===== config.mk =====
export PLATFORM = sky130hd
export DESIGN_NAME = hw_accel_ctrl_flat
export DESIGN_NICKNAME = d
export VERILOG_FILES = /design/src/rtl/hw_accel_ctrl_pkg.sv /design/src/rtl/hw_accel_ctrl_if.sv /design/src/rtl/hw_accel_watchdog.sv /design/src/rtl/hw_accel_ctrl.sv /design/src/flat_wrapper.sv
export SDC_FILE = /design/constraint.sdc
export NUM_CORES = 1
export LEC_CHECK = 0
export ABC_AREA = 1
export CORE_MARGIN = 2
export CORE_UTILIZATION = 40
export DETAILED_ROUTE_END_ITERATION = 7
export PLACE_DENSITY = 0.78
export SKIP_LAST_GASP = 1
export SYNTH_ARGS = -nofsm -noshare
export SYNTH_HDL_FRONTEND = slang
export SYNTH_SLANG_ARGS = --single-unit

===== constraint.sdc =====
create_clock -name axi_aclk -period 4.3 [get_ports axi_aclk]
set_clock_uncertainty 0.1 [all_clocks]
set_input_delay 0.43 -clock axi_aclk [delete_from_list [all_inputs] [get_ports axi_aclk]]
set_output_delay 0.43 -clock axi_aclk [all_outputs]
set_load 0.02 [all_outputs]

===== src/rtl/hw_accel_ctrl_pkg.sv =====
// hw_accel_ctrl_pkg: register map, CTRL/STATUS bit positions, FSM
// state encoding and default ID shared by the accelerator controller.
package hw_accel_ctrl_pkg;

  // Register offsets as word indices (byte address bits [4:2]).
  localparam logic [2:0] REG_CTRL    = 3'd0;
  localparam logic [2:0] REG_STATUS  = 3'd1;
  localparam logic [2:0] REG_MODE    = 3'd2;
  localparam logic [2:0] REG_LEN     = 3'd3;
  localparam logic [2:0] REG_TIMEOUT = 3'd4;
  localparam logic [2:0] REG_CYCLES  = 3'd5;
  localparam logic [2:0] REG_ID      = 3'd6;

  localparam int CTRL_START  = 0;
  localparam int CTRL_ABORT  = 1;
  localparam int CTRL_IRQ_EN = 2;

  localparam int ST_BUSY    = 0;
  localparam int ST_DONE    = 1;
  localparam int ST_ERROR   = 2;
  localparam int ST_TIMEOUT = 3;
  localparam int ST_OVERRUN = 4;

  localparam logic [31:0] DEFAULT_ID = 32'hACCE0001;

  typedef enum logic [1:0] {
    S_IDLE   = 2'd0,
    S_LAUNCH = 2'd1,
    S_RUN    = 2'd2,
    S_ABORT  = 2'd3
  } state_e;

endpackage


===== src/rtl/hw_accel_ctrl_if.sv =====
// hw_accel_ctrl_if: user register bus (write strobe/addr/data,
// read strobe/addr, registered read data/valid); master drives, slave responds.
interface hw_accel_ctrl_if #(
  parameter int ADDR_WIDTH = 32,
  parameter int DATA_WIDTH = 32
) ();
  logic                  usr_we;
  logic [ADDR_WIDTH-1:0] usr_waddr;
  logic [DATA_WIDTH-1:0] usr_wdata;
  logic                  usr_re;
  logic [ADDR_WIDTH-1:0] usr_raddr;
  logic [DATA_WIDTH-1:0] usr_rdata;
  logic                  usr_rvalid;

  modport master (
    output usr_we, usr_waddr, usr_wdata, usr_re, usr_raddr,
    input  usr_rdata, usr_rvalid
  );

  modport slave (
    input  usr_we, usr_waddr, usr_wdata, usr_re, usr_raddr,
    output usr_rdata, usr_rvalid
  );
endinterface


===== src/rtl/hw_accel_watchdog.sv =====
// hw_accel_watchdog: saturating run-cycle counter with optional limit compare.
// Ports: clk/rst, clear/enable/limit in; count/expired out (HW_ACCEL_TIMEOUT_EN).
module hw_accel_watchdog (
  input  logic        clk,
  input  logic        rst,
  input  logic        clear,
  input  logic        enable,
  input  logic [31:0] limit,
  output logic [31:0] count,
  output logic        expired
);
  logic [31:0] count_q, count_d;

  always_comb begin
    count_d = count_q;
    if (clear) count_d = '0;
    else if (enable && count_q != '1) count_d = count_q + 32'd1;
  end

  always_ff @(posedge clk) begin
    if (rst) count_q <= '0;
    else     count_q <= count_d;
  end

  assign count = count_q;

`ifdef HW_ACCEL_TIMEOUT_EN
  // A zero limit disables the watchdog.
  assign expired = (limit != '0) && (count_q == limit);
`else
  logic unused_limit;
  assign unused_limit = ^limit;
  assign expired = 1'b0;
`endif
endmodule


===== src/rtl/hw_accel_ctrl.sv =====
// hw_accel_ctrl: register file plus IDLE/LAUNCH/RUN/ABORT launch FSM.
// Ports: axi_aclk/axi_reset, usr bus, accel_* handshake, irq. Option HW_ACCEL_TIMEOUT_EN.
module hw_accel_ctrl
  import hw_accel_ctrl_pkg::*;
#(
  parameter int          ADDR_WIDTH = 32,
  parameter int          DATA_WIDTH = 32,
  parameter logic [31:0] ID_VALUE   = DEFAULT_ID
) (
  input  logic           axi_aclk,
  input  logic           axi_reset,
  hw_accel_ctrl_if.slave usr,
  output logic           accel_start,
  output logic           accel_abort,
  output logic [3:0]     accel_mode,
  output logic [15:0]    accel_len,
  input  logic           accel_done,
  input  logic           accel_error,
  output logic           irq
);
  logic [ADDR_WIDTH-1:0] waddr, raddr;
  logic [DATA_WIDTH-1:0] wdata;
  logic [2:0]  wsel, rsel;
  logic        wr_ctrl, start_wr, abort_wr;
  logic [4:1]  w1c;

  assign waddr = usr.usr_waddr;
  assign raddr = usr.usr_raddr;
  assign wdata = usr.usr_wdata;
  assign wsel  = waddr[4:2];
  assign rsel  = raddr[4:2];

  // Address bits outside [4:2] and spare data bits are don't-care.
  logic unused_bits;
  assign unused_bits = ^{waddr, raddr, wdata};

  assign wr_ctrl  = usr.usr_we && (wsel == REG_CTRL);
  assign start_wr = wr_ctrl && wdata[CTRL_START];
  assign abort_wr = wr_ctrl && wdata[CTRL_ABORT];
  assign w1c = (usr.usr_we && wsel == REG_STATUS) ? wdata[4:1] : 4'd0;

  state_e      state_q, state_d;
  logic        ev_launch, ev_done, ev_err, ev_to, ev_ovr;
  logic        busy, expired;
  logic [31:0] cycles, tmo_val;

  logic        irq_en_q, irq_en_d;
  logic [3:0]  mode_q, mode_d, amode_q, amode_d;
  logic [15:0] len_q, len_d, alen_q, alen_d;
  logic [4:1]  sts_q, sts_d;
  logic        irq_q, irq_d, rvalid_q;
  logic [31:0] rd_val, rdata_q, rdata_d;

  always_ff @(posedge axi_aclk) begin
    if (axi_reset) state_q <= S_IDLE;
    else           state_q <= state_d;
  end

  // Completion in RUN outranks an abort write or watchdog expiry.
  always_comb begin
    state_d   = state_q;
    ev_launch = 1'b0;
    ev_done   = 1'b0;
    ev_err    = 1'b0;
    ev_to     = 1'b0;
    unique case (state_q)
      S_IDLE: begin
        if (start_wr) begin
          if (len_q != '0) begin
            state_d   = S_LAUNCH;
            ev_launch = 1'b1;
          end else begin
            ev_done = 1'b1;
          end
        end
      end
      S_LAUNCH: state_d = abort_wr ? S_ABORT : S_RUN;
      S_RUN: begin
        if (accel_done) begin
          state_d = S_IDLE;
          ev_done = 1'b1;
          ev_err  = accel_error;
        end else if (abort_wr || expired) begin
          state_d = S_ABORT;
          ev_to   = expired;
        end
      end
      S_ABORT: state_d = S_IDLE;
      default: state_d = S_IDLE;
    endcase
    ev_ovr = start_wr && (state_q != S_IDLE);
  end

  always_comb begin
    accel_start = (state_q == S_LAUNCH);
    accel_abort = (state_q == S_ABORT);
    busy        = (state_q != S_IDLE);
  end

  hw_accel_watchdog u_wdog (
    .clk     (axi_aclk),
    .rst     (axi_reset),
    .clear   (ev_launch),
    .enable  (state_q == S_LAUNCH || state_q == S_RUN),
    .limit   (tmo_val),
    .count   (cycles),
    .expired (expired)
  );

`ifdef HW_ACCEL_TIMEOUT_EN
  logic [31:0] tmo_q, tmo_d;
  always_comb begin
    tmo_d = tmo_q;
    if (usr.usr_we && wsel == REG_TIMEOUT) tmo_d = wdata;
  end
  always_ff @(posedge axi_aclk) begin
    if (axi_reset) tmo_q <= '0;
    else           tmo_q <= tmo_d;
  end
  assign tmo_val = tmo_q;
`else
  assign tmo_val = '0;
`endif

  always_comb begin
    irq_en_d = irq_en_q;
    mode_d   = mode_q;
    len_d    = len_q;
    amode_d  = amode_q;
    alen_d   = alen_q;
    if (wr_ctrl) irq_en_d = wdata[CTRL_IRQ_EN];
    if (usr.usr_we && wsel == REG_MODE) mode_d = wdata[3:0];
    if (usr.usr_we && wsel == REG_LEN)  len_d  = wdata[15:0];
    if (ev_launch) begin
      amode_d = mode_q;
      alen_d  = len_q;
    end
    // Hardware set wins over a same-cycle W1C.
    sts_d = (sts_q & ~w1c) | {ev_ovr, ev_to, ev_err, ev_done};
    irq_d = irq_en_q &
            (sts_q[ST_DONE] | sts_q[ST_ERROR] | sts_q[ST_TIMEOUT]);
  end

  always_comb begin
    rd_val = '0;
    unique case (rsel)
      REG_CTRL:    rd_val = {29'd0, irq_en_q, 2'b00};
      REG_STATUS:  rd_val = {27'd0, sts_q, busy};
      REG_MODE:    rd_val = {28'd0, mode_q};
      REG_LEN:     rd_val = {16'd0, len_q};
      REG_TIMEOUT: rd_val = tmo_val;
      REG_CYCLES:  rd_val = cycles;
      REG_ID:      rd_val = ID_VALUE;
      default:     rd_val = '0;
    endcase
    rdata_d = usr.usr_re ? rd_val : '0;
  end

  always_ff @(posedge axi_aclk) begin
    if (axi_reset) begin
      irq_en_q <= 1'b0;
      mode_q   <= '0;
      len_q    <= '0;
      amode_q  <= '0;
      alen_q   <= '0;
      sts_q    <= '0;
      irq_q    <= 1'b0;
      rvalid_q <= 1'b0;
      rdata_q  <= '0;
    end else begin
      irq_en_q <= irq_en_d;
      mode_q   <= mode_d;
      len_q    <= len_d;
      amode_q  <= amode_d;
      alen_q   <= alen_d;
      sts_q    <= sts_d;
      irq_q    <= irq_d;
      rvalid_q <= usr.usr_re;
      rdata_q  <= rdata_d;
    end
  end

  assign accel_mode     = amode_q;
  assign accel_len      = alen_q;
  assign irq            = irq_q;
  assign usr.usr_rvalid = rvalid_q;
  assign usr.usr_rdata  = rdata_q;
endmodule

===== src/flat_wrapper.sv =====
// flat-port wrapper written by rule: the top's interface ports become plain ports
module hw_accel_ctrl_flat import hw_accel_ctrl_pkg::*;
#(
  parameter int          ADDR_WIDTH = 32,
  parameter int          DATA_WIDTH = 32,
  parameter logic [31:0] ID_VALUE   = DEFAULT_ID
)
  (axi_aclk, axi_reset, accel_start, accel_abort, accel_mode, accel_len, accel_done, accel_error, irq, usr_usr_we, usr_usr_waddr, usr_usr_wdata, usr_usr_re, usr_usr_raddr, usr_usr_rdata, usr_usr_rvalid);
  hw_accel_ctrl_if #(.ADDR_WIDTH(ADDR_WIDTH), .DATA_WIDTH(DATA_WIDTH)) usr_i ();
  input  logic axi_aclk;
  input  logic axi_reset;
  output logic accel_start;
  output logic accel_abort;
  output logic [3:0] accel_mode;
  output logic [15:0] accel_len;
  input  logic accel_done;
  input  logic accel_error;
  output logic irq;
  input wire logic [$bits(usr_i.usr_we)-1:0] usr_usr_we;
  input wire logic [$bits(usr_i.usr_waddr)-1:0] usr_usr_waddr;
  input wire logic [$bits(usr_i.usr_wdata)-1:0] usr_usr_wdata;
  input wire logic [$bits(usr_i.usr_re)-1:0] usr_usr_re;
  input wire logic [$bits(usr_i.usr_raddr)-1:0] usr_usr_raddr;
  output wire logic [$bits(usr_i.usr_rdata)-1:0] usr_usr_rdata;
  output wire logic [$bits(usr_i.usr_rvalid)-1:0] usr_usr_rvalid;
  assign usr_i.usr_we = usr_usr_we;
  assign usr_i.usr_waddr = usr_usr_waddr;
  assign usr_i.usr_wdata = usr_usr_wdata;
  assign usr_i.usr_re = usr_usr_re;
  assign usr_i.usr_raddr = usr_usr_raddr;
  assign usr_usr_rdata = usr_i.usr_rdata;
  assign usr_usr_rvalid = usr_i.usr_rvalid;
  hw_accel_ctrl #(.ADDR_WIDTH(ADDR_WIDTH), .DATA_WIDTH(DATA_WIDTH), .ID_VALUE(ID_VALUE)) u_core (.axi_aclk(axi_aclk), .axi_reset(axi_reset), .usr(usr_i), .accel_start(accel_start), .accel_abort(accel_abort), .accel_mode(accel_mode), .accel_len(accel_len), .accel_done(accel_done), .accel_error(accel_error), .irq(irq));
endmodule

# Yosys cells after proc, flatten, opt, wreduce, memory -nomap -nowiden
# Index checks and enable logic that the tools add are counted.
# totals
regBits	113
in_bits	102
output_inout_bits	56
# classes
addsub	1
eq_ne	15
muxes	17
bitwise	7
reduce_logical	17
# ops
cell	n
case mux 32 bit (6 select lines)	1
adder 32 x 1 -> 32 bit (second input constant)	1
!= test 32 bit (second input constant)	1
nonzero test 16 bit	1
== test 3 x 2 -> 1 bit (second input constant)	4
2-to-1 mux 1 bit	9
logical AND 1 bit	8
2-to-1 mux 2 bit	4
case mux 2 bit (4 select lines)	1
== test 3 x 1 -> 1 bit (second input constant)	2
== test 3 bit (second input constant)	2
zero test 3 bit	2
AND 4 bit	1
== test 2 bit (second input constant)	2
2-to-1 mux 4 bit	1
!= test 2 x 1 -> 1 bit (second input constant)	2
NOT 4 bit	1
bitwise OR 4 bit	1
OR reduction 2 bit	2
!= test 3 x 2 -> 1 bit (second input constant)	1
AND reduction 3 bit	1
== test 2 x 1 -> 1 bit (second input constant)	1
zero test 2 bit	1
bitwise OR 1 bit	2
other kinds (5)	5

# Logic depth before layout (Yosys ltp)
# Gate-level depths: netlist of run 1.
# depth
ltp_word	6
mapped_depth	12
ltp_nobuf	11

# Cells and area by module
# A second synthesis of run 1 with hierarchy kept.
# unflattened
cells_unflattened	727
hier_area_um2	5342.6
# modules_own_cells
module	n_inst	cells_each	area_each_um2
hw_accel_ctrl	1	400	3235.6
hw_accel_watchdog	1	327	2107.0

# Worst setup path before layout of run 1
# Ideal clock, no wire load.
# synth_path
path_kind	register -> register
start	register u_core.state_q[1]
end	register u_core.u_wdog.count_q[17] (netlist: u_core.u_wdog.count[17])
setup_ps	115
t_arrival_ps	1668
required_time_ps	4085
slack_ps	2417
stages_incl_launch_ff	11
n_path_buf	1
path_cell_list	dfxtp_1 inv_1 ha_1 buf_2 inv_1 nor2_2 nand2_1 nor2_1 nand4_1 nand2_1 nor2_1
# synth_between
elab_chain_len	3
word_cells_on_any_way	7
cone_classes	2 x eq/ne; 1 x mux; 4 x reduce/logical
# synth_lines
element	line	source
start: declaration	hw_accel_ctrl.sv:42	state_e state_q, state_d;
start signal: assignment	hw_accel_ctrl.sv:56	else state_q <= state_d;
zero test 2 bit, or another cell as far along	hw_accel_ctrl.sv:66	unique case (state_q)
2-to-1 mux 1 bit or logical OR 1 bit (tied branches)	hw_accel_ctrl.sv:66, hw_accel_ctrl.sv:104	
OR reduction 2 bit (no line) or logical AND 1 bit (tied branches)	-	
end signal: assignment	hw_accel_watchdog.sv:22	else count_q <= count_d;
end: declaration	hw_accel_watchdog.sv:12	logic [31:0] count_q, count_d;
# Parallel ways exist; a longest one is shown, timed or not.
# A chain may end at the register's enable or synchronous reset.

# Worst setup path after layout of run 1
# layout_path
start	register u_core.len_q[12]
end	register u_core.u_wdog.count_q[17] (netlist: u_core.u_wdog.count[17])
# layout_between
elab_chain_len	5
# layout_lines
element	line	source
start: declaration	hw_accel_ctrl.sv:49	logic [15:0] len_q, len_d, alen_q, alen_d;
start signal: assignment	hw_accel_ctrl.sv:173	len_q <= len_d;
nonzero test 16 bit	hw_accel_ctrl.sv:69	if (len_q != '0) begin
2-to-1 mux 1 bit	hw_accel_ctrl.sv:69	
2-to-1 mux 1 bit	hw_accel_ctrl.sv:68	if (start_wr) begin
2-to-1 mux 1 bit	hw_accel_ctrl.sv:66	
OR reduction 2 bit (no line)	-	
# No other way between the ends.

==> results of run 1 <==
## final cells by class
cell class                      count  share of cell area [%]
Multi-Input combinational cell    497                    35.8
Sequential cell                   113                    35.0
Timing Repair Buffer               87                    13.3
Clock buffer                       19                    6.85
Inverter                           63                    3.70
Tap cell                          168                    3.25
Clock inverter                     13                    2.13
## worst reg2reg max path, delay by kind of cell, from the launching register on
kind / cells / cell delay [ns]
AND/OR/NAND/NOR: 8 / 2.35
buffers and inverters: 1 / 0.32
flip-flops: 1 / 0.33
## through the flow
stage,worst slack [ns],util (%),power [mW]
after floorplan,2.42,-,1.32
after global placement,0.967,48.8,1.41
after detailed placement,0.977,48.8,1.42
after CTS,1.10,53.6,2.77
after global routing,0.761,53.6,2.87
final,1.12,53.6,2.76
## placed cells by master, fill, tap and decap left out
cell,instances
nand2_1,163
dfxtp_1,113
nor2_1,94
a21oi_1,87
clkdlybuf4s50_1,83
inv_1,61
nand3_1,61
o21ai_0,30
clkbuf_16,17
nand4_1,15
a31oi_1,9
nand3b_1,7
nor2_2,6
nor3_1,5
ha_1,5
nand2_2,4
clkinv_2,4
buf_4,4
clkinvlp_4,3
clkinv_4,3
nor2_4,2
nand3_2,2
a22oi_1,2
bufinv_16,2
clkinv_1,1
nand2_4,1
inv_4,1
nand3b_2,1
xnor2_1,1
a221oi_1,1
a41oi_1,1
clkbuf_8,1
clkbuf_1,1
inv_6,1
## report_power, final
group	leakage, nW	internal [mW]	total [mW]	switching [mW]
registers	0.913	1.07	1.10	0.0225
clock network	0.279	0.865	1.36	0.497
logic	1.10	0.104	0.302	0.198
## flip-flops by register name (all words and copies together), names as in the netlist
signal / flops
u_core.accel_len: 16
u_core.accel_mode: 4
u_core.irq: 1
u_core.irq_en_q: 1
u_core.len_q: 16
u_core.mode_q: 4
u_core.state_q: 2
u_core.sts_q: 4
u_core.u_wdog.count: 32
u_core.usr.usr_rdata: 32
u_core.usr.usr_rvalid: 1
## logic make-up after synthesis
logic type                 count (synthesis)
and+or+nand+nor                          361
DFF                                      113
buffers and inverters                     89
xor gates and xnor gates                   1
adders and majority gates                  5
AOI/OAI and AO/OA                        130
## routing by layer
layer	GRT usage [%]	vias to the layer above	routed length, µm
met3	4.85	29	922
li1	-	2459	-
met1	27.0	2250	5790
met4	8.27	0	306
met5	0	-	0
met2	31.2	184	6100
## worst paths after layout
path / depth (start not counted) / slack (ns) / from / to
worst max-delay path: 9 / 1.12 / u_core.len_q[12] / u_core.u_wdog.count[17]
worst max register to register: 9 / 1.12 / u_core.len_q[12] / u_core.u_wdog.count[17]
worst min-delay path: 2 / 0.36 / u_core.accel_len[6] / u_core.accel_len[6]
worst min register to register: 2 / 0.36 / u_core.accel_len[6] / u_core.accel_len[6]
==> results_dict.tcl, run 1 <==
set metrics [dict create \
    status "finished clean" \
    antenna_found_initial 0 \
    cts_buffer_depth 2 \
    synthCells 699 \
    wire_per_inst_um 13.7 \
    finalSetupViolCount 0 \
    cts_tree "done" \
    yosys.area.top_type_share_pct 45.6 \
    hold_viol_final 0 \
    grt_pass1_vias 4288 \
    rows 40 \
    ir_drop_mv 0.279 \
    postRouteAntennaNets 0 \
    multiInputGateArea_um2 2310 \
    grt_util_all_layers_pct 20.2 \
    finalCritPeriodShare_pct 74.0 \
    synthesis.area_um2 4960 \
    relSlewSlack_pct 48.5 \
    cts_made_buffers 17 \
    post-cts-setup-buffers 0 \
    yosys.area_share.simple_pct 31.6 \
    drt-total-wl_mm 13.1 \
    cts_resized 0 \
    critPathLaunchType "flip-flop" \
    syn_nets 806 \
    synth_top_family_by_area "simple AND/OR/NAND/NOR gates" \
    nets 886 \
    core_area_um2 12100 \
    synth_area_per_cell_um2 7.10 \
    num_vias 4922 \
    hold_path.class "flip-flop to flip-flop" \
    worst-path-buf-inv 1 \
    synthAdderAreaFrac_pct 1.26 \
    worstSkewPairLatency_ns 0.42 \
    numPortBuffers 83 \
    max_freq_mhz 314 \
    synth.area.mux_share_pct 0 \
    grt_pass1_wl_mm 21.0 \
    ys_ff_latch 113 \
    cts_num_sinks 113 \
    first_pass_iters 6 \
    synth_edf_count 0 \
    viasPerCell 5.13 \
    grt_max_degree 47 \
    worst-setup-path-type "flip-flop to flip-flop" \
    p_leak_nw 2.29 \
    max_stage_delay_ns 0.79 \
    drive_gt1_share_pct 6.57 \
    fin_area_um2 6470 \
    place_congestion 0.928 \
    path_cells "nor2_1 -> nand3_1 -> nor2_1 -> nand2_1 -> nand2_1 -> nand2_2 -> inv_4 -> nand2_1 -> nor2_1" \
    synth_cell_types 27 \
    die_x_um 115 \
    fin_cells 960 \
    ios 158 \
    drt_iter0_drc 448 \
    cp-end-kind "flip-flop" \
    async_reset_ff_share_pct 0 \
    tightest_slew_ns 0.770 \
    synth.area.top_cells "dfxtp_1 46%, nand2_1 12%, a21oi_1 8.8%, nor2_1 7.1%, nand3_1 6.2%" \
    synth_xor_area_share_pct 0.176 \
    synth_ff_type "dfxtp_1" \
    fin_setup_tns_ns 0 \
    synth_commonest_cells "163 x nand2_1, 113 x dfxtp_1, 94 x nor2_1, 87 x a21oi_1" \
    cts_max_level 4 \
    regArea_um2 2260 \
    crit_path_max_fanout 21 \
    place_area_um2 5890 \
    cts.clk_slew.worst_paths_ns 0.05 \
    cp_slowest_cell "nand2_1" \
    area_growth_pct 30.3 \
    num_antenna_cells 0 \
    remaining_drc_errors 0 \
    worstPathRequired_ns 4.55 \
    initial_core_util_pct 41.2 \
    synth_compound_area_share_pct 13.6 \
    drv_cap 0 \
    ctsHoldBuffers 0 \
    cts_root_buffer "clkbuf_16" \
    yosys.area.top_type "dfxtp_1" \
    yosys_warnings 0 \
    seq_area_frac_synth_pct 45.6 \
    dieHeight_um 115 \
    nFillCells 1084 \
    maxSlewViolCount 0 \
    rsz0062_at_grt "false" \
    worstPathArrival_ns 3.43 \
    grt_overflow 0 \
    yosys.cell_count.top_type "nand2_1" \
    pwr_density_cell_nw_per_um2 427 \
    hpwl_mm 9.07 \
    dp_cells 928 \
    fin_crit_ns 3.18 \
    timing.hold.ws_ns 0.360 \
    die_area_um2 13300 \
    critPathTopFamily "simple AND/OR/NAND/NOR gates" \
]
Power figures use the tool's default switching activity.
==> inputs of run 2 (changes only) <==
- PLACE_DENSITY: 0.78 -> 0.8
- clock period: 4.3 -> 2.7 ns (I/O delays scaled with it)
==> results_dict.tcl, run 2 (same netlist as run 1, synthesis figures left out) <==
set metrics [dict create \
    num_vias 5018 \
    finalSetupViolCount 0 \
    worstHoldPathCells 2 \
    cts_root_buffer "clkbuf_16" \
    place_congestion 0.955 \
    path_cells "inv_1 -> ha_1 -> inv_1 -> nor2_2 -> nand2_1 -> nor2_1 -> nand4_1 -> nand2_1 -> nor2_1" \
    clockPowerShare_pct 49.3 \
    tightest_slew_ns 0.620 \
    drt_iter0_drc 480 \
    finalCritPeriodShare_pct 81.6 \
    hold_viol_final 0 \
    cts_made_buffers 17 \
    postRouteAntennaNets 0 \
    numPortBuffers 83 \
    ir_drop_mv 0.481 \
    antenna_found_initial 0 \
    grt_overflow 0 \
    reg2reg_depth 9 \
    r2r-start "u_core.state_q[1]" \
    startpoint "u_core.state_q[1]" \
    fin_crit_ns 2.20 \
    timing.hold.ws_ns 0.357 \
    worstPathArrival_ns 2.40 \
    area_growth_pct 31.3 \
    initial_core_util_pct 41.2 \
    critPathLaunchType "flip-flop" \
    pwr-share-comb_pct 11.5 \
    worstSkewPairLatency_ns 0.41 \
    die_area_um2 13300 \
    crit_end "u_core.u_wdog.count[17]" \
    worstPathRequired_ns 2.90 \
    relSlewSlack_pct 58.6 \
    rows 40 \
    viasPerCell 5.19 \
    r2r_setup_slack_ns 0.50 \
    num_antenna_cells 0 \
    pwr_density_cell_nw_per_um2 682 \
    reg2reg_to "u_core.u_wdog.count[17]" \
    critPathTopFamily "simple AND/OR/NAND/NOR gates" \
    ios 158 \
    p_seq_share_pct 39.3 \
    worst-path-buf-inv 2 \
    max_stage_delay_ns 0.38 \
    final_common_cell "nand2_1" \
    p_sw_share_pct 25.4 \
    cts_resized 0 \
    cp_slowest_cell "dfxtp_1" \
    dp_cells 934 \
    post-cts-setup-buffers 0 \
    drv_cap 0 \
    ctsHoldBuffers 0 \
    rsz0062_at_grt "false" \
    status "finished clean" \
    nets 892 \
    internal_power_mw 3.32 \
    grt_pass1_vias 4382 \
    cts_num_sinks 113 \
    power_mw 4.45 \
    switchingPower_mw 1.13 \
    core_area_um2 12100 \
    cts_tree "done" \
    p_leak_nw 2.32 \
    hold_path.class "flip-flop to flip-flop" \
    max_freq_mhz 454 \
    maxSlewViolCount 0 \
    crit_cells 9 \
    die_x_um 115 \
    cts_buffer_depth 2 \
    fin_setup_tns_ns 0 \
    layout_common_cells "163 x nand2_1, 113 x dfxtp_1, 94 x nor2_1" \
    fin_util_pct 54.0 \
    wire_per_inst_um 14.0 \
    hpwl_mm 9.19 \
    nFillCells 1094 \
    dieHeight_um 115 \
    cts.clk_slew.worst_paths_ns 0.05 \
    grt_pass1_wl_mm 21.3 \
    drive_gt1_share_pct 7.14 \
    crit_path_max_fanout 7 \
    grt_util_all_layers_pct 20.3 \
    cts_max_level 4 \
    drt-total-wl_mm 13.5 \
    remaining_drc_errors 0 \
    grt_max_degree 47 \
    cp-end-kind "flip-flop" \
    worst-setup-path-type "flip-flop to flip-flop" \
    first_pass_iters 6 \
    fin_cells 966 \
]
[run 2: changes by cell type in the layout (fill, tap and decap cells not counted), sizes merged]
cell,before,now
clkinv,8,7
clkinvlp,3,2
inv,63,62
buf,4,10
clkbuf,19,22
[run 2: how the worst min path moves through the flow]
stage	startpoint	endpoint	slack (ns)
3_5_place_dp	u_core.accel_len[11]	u_core.accel_len[11]	0.35
3_3_place_gp	u_core.accel_len[9]	u_core.accel_len[9]	0.35
6_report	u_core.accel_len[12]	u_core.accel_len[12]	0.36
4_1_cts	u_core.accel_len[11]	u_core.accel_len[11]	0.36
2_1_floorplan	usr_usr_wdata[2]	u_core.len_q[2]	0.31
5_1_grt	u_core.accel_mode[0]	u_core.accel_mode[0]	0.38
[run 2: metal layers]
layer	vias to the layer above	GRT usage, %	wire length [µm]	part of all wire (%)
li1	2464	-	-	-
met1	2303	26.3	5930	44
met2	229	33.2	6330	47
met3	22	4.59	1010	7.5
met4	0	7.39	241	1.8
met5	-	0	0	0
[run 2: area by class of cell]
cell class	count	area, µm²	share of cell area [%]
multi-input combinational	497	2310	35.5
sequential	113	2260	34.7
timing repair buffer	93	906	13.9
clock buffer	22	474	7.28
inverter	63	239	3.67
tap	168	210	3.23
clock inverter	10	109	1.67
[run 2: per-stage QoR]
| stage | cell area, µm² | worst slack (ns) |
|---|---|---|
| after floorplan | 4960 | 0.817 |
| after global placement | 5930 | 0.481 |
| after detailed placement | 5930 | 0.422 |
| after CTS | 6520 | 0.553 |
| after global routing | 6520 | 0.348 |
| final | 6520 | 0.497 |
[run 2: power groups by stage]
stage                     Clock, mW  Combinational, mW  Sequential [mW]
after floorplan                   0              0.322             1.78
after global placement            0              0.493             1.78
after detailed placement          0              0.501             1.78
after CTS                      2.19              0.508             1.75
after global routing           2.28              0.561             1.75
final                          2.19              0.510             1.75
[run 2: worst register-to-register path: stages, from the launching register on]
cell,delay [ns]
dfxtp_1,0.38
inv_1,0.10
ha_1,0.31
inv_1,0.12
nor2_2,0.31
nand2_1,0.13
nor2_1,0.33
nand4_1,0.17
nand2_1,0.10
nor2_1,0.04
==> inputs of run 3 (changes only) <==
- PLACE_DENSITY: 0.8 -> 0.78
- clock period: 2.7 -> 2.25 ns (I/O delays scaled with it)
==> results_dict.tcl, run 3 (same netlist as run 1, synthesis figures left out) <==
set metrics [dict create \
    status "finished clean" \
    pre_cts_slack_ns 0.141 \
    relSlewSlack_pct 69.1 \
    pwr_density_cell_nw_per_um2 836 \
    worstPathArrival_ns 2.28 \
    die_x_um 115 \
    fin_cells 971 \
    critPathTopFamily "simple AND/OR/NAND/NOR gates" \
    place_congestion 0.951 \
    worstHoldPathCells 3 \
    maxSlewViolCount 0 \
    initial_core_util_pct 41.2 \
    p_leak_nw 2.37 \
    fin_area_um2 6600 \
    hold_path_end "u_core.len_q[4]" \
    drt-total-wl_mm 13.8 \
    ios 158 \
    finalCritPeriodShare_pct 92.0 \
    ir_drop_mv 0.536 \
    cts.clk_slew.worst_paths_ns 0.05 \
    antenna_found_initial 0 \
    grt_overflow 0 \
    cts_root_buffer "clkbuf_16" \
    setup_slack_ns 0.180 \
    worstSkewPairLatency_ns 0.41 \
    dieHeight_um 115 \
    drv_cap 0 \
    max_freq_mhz 483 \
    area_growth_pct 32.9 \
    viasPerCell 5.24 \
    timing.hold.ws_ns 0.311 \
    hold_viol_final 0 \
    path_cells "inv_1 -> ha_1 -> inv_1 -> nor2_2 -> nand3_1 -> nor2_1 -> nand3_2 -> nand2_1 -> nor2_1" \
    max_stage_delay_ns 0.39 \
    remaining_drc_errors 0 \
    first_pass_iters 5 \
    core_area_um2 12100 \
    worst-setup-path-type "flip-flop to flip-flop" \
    min_from "usr_usr_wdata[4]" \
    postRouteAntennaNets 0 \
    reg2reg_to "u_core.u_wdog.count[25]" \
    worst-path-buf-inv 2 \
    dp_cells 940 \
    nets 898 \
    fin_setup_tns_ns 0 \
    hpwl_mm 9.74 \
    place_area_um2 5980 \
    cts_made_buffers 17 \
    num_antenna_cells 0 \
    fin_crit_ns 2.07 \
    numPortBuffers 83 \
    grt_pass1_vias 4666 \
    reg2reg_depth 9 \
    grt_util_all_layers_pct 21.3 \
    finalSetupViolCount 0 \
    cp-end-kind "flip-flop" \
    drt_iter0_drc 594 \
    post-cts-setup-buffers 0 \
    cts_max_level 4 \
    grt_max_degree 47 \
    rsz0062_at_grt "false" \
    hold_path.class "input pin to flip-flop" \
    critPathLaunchType "flip-flop" \
    grt_pass1_wl_mm 22.3 \
    r2r-start "u_core.state_q[1]" \
    cts_buffer_depth 2 \
    crit_path_max_fanout 7 \
    num_vias 5087 \
    cts_num_sinks 113 \
    fin_util_pct 54.7 \
    cts_tree "done" \
    die_area_um2 13300 \
    drive_gt1_share_pct 7.97 \
    final_common_cell "nand2_1" \
    layout_common_cells "163 x nand2_1, 113 x dfxtp_1, 93 x nor2_1" \
    wire_per_inst_um 14.3 \
    worstPathRequired_ns 2.46 \
    rows 40 \
    power_mw 5.52 \
    r2r_setup_slack_ns 0.18 \
    tightest_slew_ns 0.463 \
    cp_slowest_cell "dfxtp_1" \
]
[run 3: cell types whose count changed in the layout (fill, tap and decap cells not counted), sizes merged]
cell and change:
clkinvlp -1, clkbuf -2, buf +6, bufinv +2
[run 3: cell type report]
class,count,area [µm²]
clock buffer,20,457
timing repair buffer,99,951
clock inverter,11,161
inverter,63,239
sequential,113,2260
multi-input combinational,497,2320
fill,1105,5460
tap,168,210
[run 3: where the power goes]
group	switching, mW	internal [mW]	total (mW)
clock	0.915	1.89	2.81
combinational	0.392	0.223	0.616
sequential	0.0413	2.05	2.09
[run 3: worst register-to-register path: cells and delay by family (launching register included)]
family,cells,cell delay (ns)
DFF,1,0.39
adders and majority gates,1,0.31
buffers and inverters,2,0.22
and+or+nand+nor,6,0.95
[run 3: how the worst max path moves through the flow]
stage                                 start                       to  slack (ns)  cells past startpoint
after CTS                 u_core.state_q[1]  u_core.u_wdog.count[17]        0.11                      9
after floorplan           u_core.state_q[1]  u_core.u_wdog.count[21]        0.37                     10
after global routing      u_core.state_q[1]  u_core.u_wdog.count[28]        0.04                      9
final                     u_core.state_q[1]  u_core.u_wdog.count[25]        0.18                      9
after global placement           usr_usr_we  u_core.u_wdog.count[28]        0.17                     12
after detailed placement  u_core.state_q[1]  u_core.u_wdog.count[21]        0.14                      9
[run 3: metal layers]
metal	share of wire (%)	GRT usage, %
met5	0	0
met4	2.8	9.32
met3	7.7	4.59
met2	46	34.1
met1	43	27.8
[run 3: repair_timing]
item | CTS | global route
endpoints found under the hold margin | 0 | 0
endpoints found under the setup margin | 0 | 3
gates resized for setup | 0 | 1
hold buffers | 0 | 0
